File: src/rtl/fwd_pkg.sv
// Shared types for EX-stage operand forwarding: mux select codes, in-flight
// destination tags and the tag/source match rule.
package fwd_pkg;

  localparam int unsigned REG_AW_DFLT = 5;

  typedef enum logic [2:0] {
    SEL_RF        = 3'd0,
    SEL_EXMEM_ALU = 3'd1,
    SEL_MEMWB_ALU = 3'd2,
    SEL_MEMWB_LD  = 3'd3,
    SEL_WB_BYP    = 3'd4,
    SEL_IMM       = 3'd5,
    SEL_PC        = 3'd6,
    SEL_ZERO      = 3'd7
  } fwd_sel_e;

  typedef struct packed {
    logic                   valid;
    logic [REG_AW_DFLT-1:0] rd;
    logic                   reg_write;
    logic                   mem_read;
  } dst_tag_t;

  // x0 is hard-wired, so a producer targeting it never forwards.
  function automatic logic tag_hit(input dst_tag_t t, input logic [REG_AW_DFLT-1:0] rs);
    return t.valid && t.reg_write && (t.rd == rs) && (rs != '0);
  endfunction

endpackage

File: src/rtl/fwd_src_pick.sv
// Combinational priority picker for one EX operand mux select.
// LOAD_FWD_EN: when defined, a load in MEM/WB forwards its data (code 3).
module fwd_src_pick
  import fwd_pkg::*;
#(
  parameter fwd_sel_e OVR_SEL = SEL_ZERO
) (
  input  logic [REG_AW_DFLT-1:0] rs_i,
  input  logic                   used_i,
  input  logic                   ovr_i,
  input  dst_tag_t               ex_tag_i,
  input  dst_tag_t               mem_tag_i,
  input  dst_tag_t               wb_tag_i,
  output fwd_sel_e               sel_o
);

  always_comb begin
    sel_o = SEL_RF;
    if (ovr_i) begin
      sel_o = OVR_SEL;
    end else if ((rs_i == '0) || !used_i) begin
      sel_o = SEL_ZERO;
    end else if (tag_hit(ex_tag_i, rs_i)) begin
      sel_o = SEL_EXMEM_ALU;
`ifdef LOAD_FWD_EN
    end else if (tag_hit(mem_tag_i, rs_i)) begin
      sel_o = mem_tag_i.mem_read ? SEL_MEMWB_LD : SEL_MEMWB_ALU;
`else
    // Load data is not forwardable from MEM/WB; the stall covers that case.
    end else if (tag_hit(mem_tag_i, rs_i) && !mem_tag_i.mem_read) begin
      sel_o = SEL_MEMWB_ALU;
`endif
    end else if (tag_hit(wb_tag_i, rs_i)) begin
      sel_o = SEL_WB_BYP;
    end
  end

endmodule

File: src/rtl/ex_operand_fwd_ctrl.sv
// Registered EX operand mux selects plus load-use stall, driven by an internal
// EX/MEM/WB destination-tag pipeline. LOAD_FWD_EN selects 1-bubble load-use.
module ex_operand_fwd_ctrl
  import fwd_pkg::*;
#(
  parameter int unsigned REG_AW = REG_AW_DFLT
) (
  input  logic              clk,
  input  logic              reset,
  input  logic              id_valid,
  input  logic [REG_AW-1:0] id_rs1,
  input  logic [REG_AW-1:0] id_rs2,
  input  logic              id_rs1_used,
  input  logic              id_rs2_used,
  input  logic              id_srca_pc,
  input  logic              id_srcb_imm,
  input  logic [REG_AW-1:0] id_rd,
  input  logic              id_reg_write,
  input  logic              id_mem_read,
  input  logic              flush,
  output logic [2:0]        sel_a,
  output logic [2:0]        sel_b,
  output logic              ex_valid,
  output logic              stall
);

  dst_tag_t ex_tag_q, ex_tag_d, mem_tag_q, wb_tag_q;
  fwd_sel_e sel_a_q, sel_a_d, sel_b_q, sel_b_d;
  fwd_sel_e pick_a, pick_b;
  logic     ex_valid_q, ex_valid_d;
  logic     hz_a, hz_b, kill;

  fwd_src_pick #(.OVR_SEL(SEL_PC)) u_pick_a (
    .rs_i      (id_rs1),
    .used_i    (id_rs1_used),
    .ovr_i     (id_srca_pc),
    .ex_tag_i  (ex_tag_q),
    .mem_tag_i (mem_tag_q),
    .wb_tag_i  (wb_tag_q),
    .sel_o     (pick_a)
  );

  fwd_src_pick #(.OVR_SEL(SEL_IMM)) u_pick_b (
    .rs_i      (id_rs2),
    .used_i    (id_rs2_used),
    .ovr_i     (id_srcb_imm),
    .ex_tag_i  (ex_tag_q),
    .mem_tag_i (mem_tag_q),
    .wb_tag_i  (wb_tag_q),
    .sel_o     (pick_b)
  );

  always_comb begin
    hz_a = id_rs1_used && tag_hit(ex_tag_q, id_rs1) && ex_tag_q.mem_read;
    hz_b = id_rs2_used && tag_hit(ex_tag_q, id_rs2) && ex_tag_q.mem_read;
`ifndef LOAD_FWD_EN
    // Without load forwarding the consumer also waits while the load is in MEM.
    hz_a = hz_a || (id_rs1_used && tag_hit(mem_tag_q, id_rs1) && mem_tag_q.mem_read);
    hz_b = hz_b || (id_rs2_used && tag_hit(mem_tag_q, id_rs2) && mem_tag_q.mem_read);
`endif
  end

  assign stall = id_valid && !flush && (hz_a || hz_b);
  assign kill  = stall || flush;

  always_comb begin
    ex_tag_d   = '{valid: id_valid, rd: id_rd, reg_write: id_reg_write, mem_read: id_mem_read};
    sel_a_d    = pick_a;
    sel_b_d    = pick_b;
    ex_valid_d = id_valid;
    if (kill) begin
      ex_tag_d   = '0;
      sel_a_d    = SEL_RF;
      sel_b_d    = SEL_RF;
      ex_valid_d = 1'b0;
    end
  end

  always_ff @(posedge clk or posedge reset) begin
    if (reset) begin
      ex_tag_q   <= '0;
      mem_tag_q  <= '0;
      wb_tag_q   <= '0;
      sel_a_q    <= SEL_RF;
      sel_b_q    <= SEL_RF;
      ex_valid_q <= 1'b0;
    end else begin
      ex_tag_q   <= ex_tag_d;
      mem_tag_q  <= ex_tag_q;
      wb_tag_q   <= mem_tag_q;
      sel_a_q    <= sel_a_d;
      sel_b_q    <= sel_b_d;
      ex_valid_q <= ex_valid_d;
    end
  end

  assign sel_a    = sel_a_q;
  assign sel_b    = sel_b_q;
  assign ex_valid = ex_valid_q;

endmodule

File: config.mk
export PLATFORM = sky130hd
export DESIGN_NAME = ex_operand_fwd_ctrl
export DESIGN_NICKNAME = d
export VERILOG_FILES = /design/src/rtl/fwd_pkg.sv /design/src/rtl/fwd_src_pick.sv /design/src/rtl/ex_operand_fwd_ctrl.sv
export SDC_FILE = /design/constraint.sdc
export NUM_CORES = 1
export LEC_CHECK = 0
export ABC_AREA = 1
export CAP_MARGIN = 20
export CORE_UTILIZATION = 28
export CTS_BUF_LIST = sky130_fd_sc_hd__clkbuf_8
export DETAILED_ROUTE_END_ITERATION = 10
export GPL_TIMING_DRIVEN = 0
export PLACE_DENSITY_LB_ADDON = 0.15
export SYNTH_ARGS = -nofsm -noshare
export SYNTH_HDL_FRONTEND = slang
export SYNTH_SLANG_ARGS = --single-unit
export TNS_END_PERCENT = 50
File: constraint.sdc
create_clock -name clk -period 2.3 [get_ports clk]
set_input_delay 0.46 -clock clk [delete_from_list [all_inputs] [get_ports clk]]
set_output_delay 0.46 -clock clk [all_outputs]
set_load 0.02 [all_outputs]
==> flow_summary.yaml <==
worst_setup_path:
  crit_type: "input pin to output port"
  critPathBufInv: 3
  worst_path_most_repeated_cell: "nand2_1"
  slowest_delay_ps: 290
  cp_max_fo: 4
  cp_top_family: "simple AND/OR/NAND/NOR gates"
  worstSetupEndpointType: "output port"
  startpoint_type: "input pin"
  required_ps: 1840
  crit_chain: "dlygate4sd2_1 -> or2_0 -> nor2_2 -> nor2_1 -> nand3_1 -> nand2_1 -> nand2_1 -> nand2_1 -> nand2_2 -> inv_1 -> buf_4"
  cp_data_arrival_time_ps: 1720
  slowest_stage: "dlygate4sd2_1"
sta:
  rsz0062_at_grt: "false"
  setup_viol: 0
  hold_violations: 0
  worstMarginPinSlew_ps: 551
  max-slew-margin-rel_pct: 63.3
  drv_slew: 0
  skew_ps: 5.08
  fmax_mhz: 459
  period_share_pct: 94.7
  fin_hold_ws_ps: 373
  layout_min_cycle_time_ps: 2180
route:
  drt-initial-drc-count: 36
  vias: 1377
  antenna_left: 0
  firstDrtPassIters: 4
  drc: 0
  viasPerCell: 4.22
  drt-total-wl_um: 3620
  wl_per_cell_um: 11.1
cells_and_area:
  layout.cells.non_filler: 326
  multiInputGateArea_sq_um: 706
  finalNetCount: 280
  seqCellArea_sq_um: 728
  diodes: 0
  nFillCells: 554
  area_delta_synth_final_pct: 36.8
  drive_above_1_share_pct: 17.6
  utilization_pct: 40.9
logic_synthesis:
  synth_edf_count: 0
  synth_xor_area_share_pct: 4.44
  yosys_warnings: 0
  yosysTopAreaCell: "dfrtp_1"
  synth_adder_area_share_pct: 0
  synthFlopType: "dfrtp_1"
  ys_ff_latch: 29
  syn_area_sq_um: 1580
  netlist_top_cells_area: "dfrtp_1 46%, nand2_1 15%, inv_1 9.5%"
  synth-simple-area-share_pct: 33.8
  async_flop_share_pct: 100
  post_synth_mux_area_share_pct: 0
  synth.avg_cell_area_sq_um: 7.44
  ys_seq_area_share_pct: 46.0
  syn-instance-count: 212
  netlist-cell-type-count: 22
  synth_fp_nets: 237
  yosysTopAreaCellShare_pct: 46.0
  synth_common_cells: "65 x nand2_1, 40 x inv_1, 29 x dfrtp_1, 21 x nor2_1, 14 x nand3_1"
  synth_top_family_by_area: "simple AND/OR/NAND/NOR gates"
  yosysMostFrequentCell: "nand2_1"
  synth_compound_area_share_pct: 4.92
power_and_ir_drop:
  vdd_ir_drop_max_uv: 271
  p_leak_nw: 1.07
  powerDensity_nw_per_um2: 607
  finalPower_mw: 1.31
global_route:
  grt_pass1_vias: 1391
  grt_overflow_total: 0
  grt_pass1_wl_um: 6440
  antenna_found_initial: 0
  grtUsageTotal_pct: 14.2
  grt_max_degree: 19
die:
  initial_core_util_pct: 29.9
  dieArea_sq_um: 5930
  core_area_sq_um: 5270
  row_count: 26
  ioPinCount: 33
  die_w_um: 77.0
  die_h_um: 77.0
placed_design:
  numPlacedInstances: 315
  place_hpwl_um: 2840
  routabilityCongestion: 0.800
  io_buffers: 32
clock_tree:
  h-tree-depth: 2
  cts_tree: "yes"
  worst_skew_pair.late_latency_ps: 280
  clock-root-buffer: "clkbuf_8"
  cts_hold_buf: 0
  clkSinkCount: 29
  path_clk_slew_ps: 70
  numCtsBuffers: 5
  cts_buffer_depth: 2
outcome:
  status: "finished, final reports clean"
flow_run:
  cap_violations: 0
min_path:
  holdCritPathClass: "flop to flop"
-- registers in the layout (all words and copies together), names as in the netlist --
| register | flops |
|---|---|
| ex_tag_q | 8 |
| mem_tag_q | 8 |
| wb_tag_q | 7 |
| sel_a | 3 |
| sel_b | 3 |
-- layout by cell type, fill, tap and decap left out --
| cell | instances |
|---|---|
| a21oi_2 | 1 |
| inv_1 | 37 |
| o22ai_1 | 2 |
| nand3_1 | 14 |
| xnor2_1 | 7 |
| buf_4 | 4 |
| nor2_1 | 14 |
| nand2_4 | 1 |
| a31oi_1 | 1 |
| dfrtp_1 | 27 |
| o21ai_0 | 5 |
| buf_16 | 1 |
| or2_0 | 1 |
| clkbuf_8 | 6 |
| clkbuf_2 | 3 |
| dfrtp_2 | 2 |
| nand2_2 | 2 |
| nor2_4 | 3 |
| clkinvlp_4 | 1 |
| a21oi_1 | 5 |
| nand2_1 | 64 |
| and2_1 | 1 |
| bufinv_16 | 1 |
| inv_2 | 3 |
| dlygate4sd2_1 | 6 |
| or2_2 | 1 |
| nor3_1 | 2 |
| buf_12 | 1 |
| nand3b_1 | 2 |
| clkdlybuf4s50_1 | 21 |
| clkdlybuf4s15_1 | 1 |
| xor2_1 | 1 |
| nor2_2 | 15 |
-- routing by layer --
metal  wire length [um]  up-vias  track usage (%)  share of wire [%]
li1                   -      721                -                  -
met1               1810      621             18.5                 50
met2               1610       30             22.5                 44
met3                146        5             3.81                4.0
met4                 50        0             5.09                1.4
met5                  0        -                0                  0
-- path summary, 6_finish.rpt --
kind	end	depth (start not counted)	start	slack, ps
setup / recovery	stall	11	id_rs1[4]	120
hold reg to reg	wb_tag_q[1]	0	mem_tag_q[1]	370
min in group asynchronous	ex_tag_q[6]	2	reset	530
hold / removal	wb_tag_q[1]	0	mem_tag_q[1]	370
setup reg to reg	sel_a[0]	13	ex_tag_q[3]	740
max in group asynchronous	ex_tag_q[5]	3	reset	1290
-- through the flow --
step / setup TNS [ps] / setup WS, ps / instance area, sq um
after floorplan: 0 / 557 / 1580
after global placement: -655 / -655 / 1980
after detailed placement: -640 / -640 / 2010
after CTS: 0 / 86.3 / 2140
after global routing: 0 / 13.2 / 2160
final: 0 / 121 / 2160
-- report_power, final --
part / total (mW) / internal [mW] / switching (mW)
combinational: 0.200 / 0.0945 / 0.106
clock: 0.551 / 0.352 / 0.200
sequential: 0.558 / 0.537 / 0.0209
-- layout make-up --
class	count	area share [%]
multi-input combinational	142	32.7
inverter	40	6.96
sequential	29	33.8
timing repair buffer	36	16.0
clock buffer	6	3.83
clock inverter	2	1.74
buffer	1	0.928
tap	70	4.06
-- cell families (layout without fill, tap and decap cells) --
family / count (synthesis) / after routing
XOR/XNOR: 8 / 8
AND/OR/NAND/NOR: 120 / 120
flip-flops: 29 / 29
buffers and inverters: 41 / 85
AO/OA/AOI/OAI: 14 / 14
-- what timing repair did --
action	CTS	global route
gates resized for setup	22	14
pin swaps	1	3
setup endpoints to repair	1	1
setup buffers	2	1
Power figures use the tool's default switching activity.
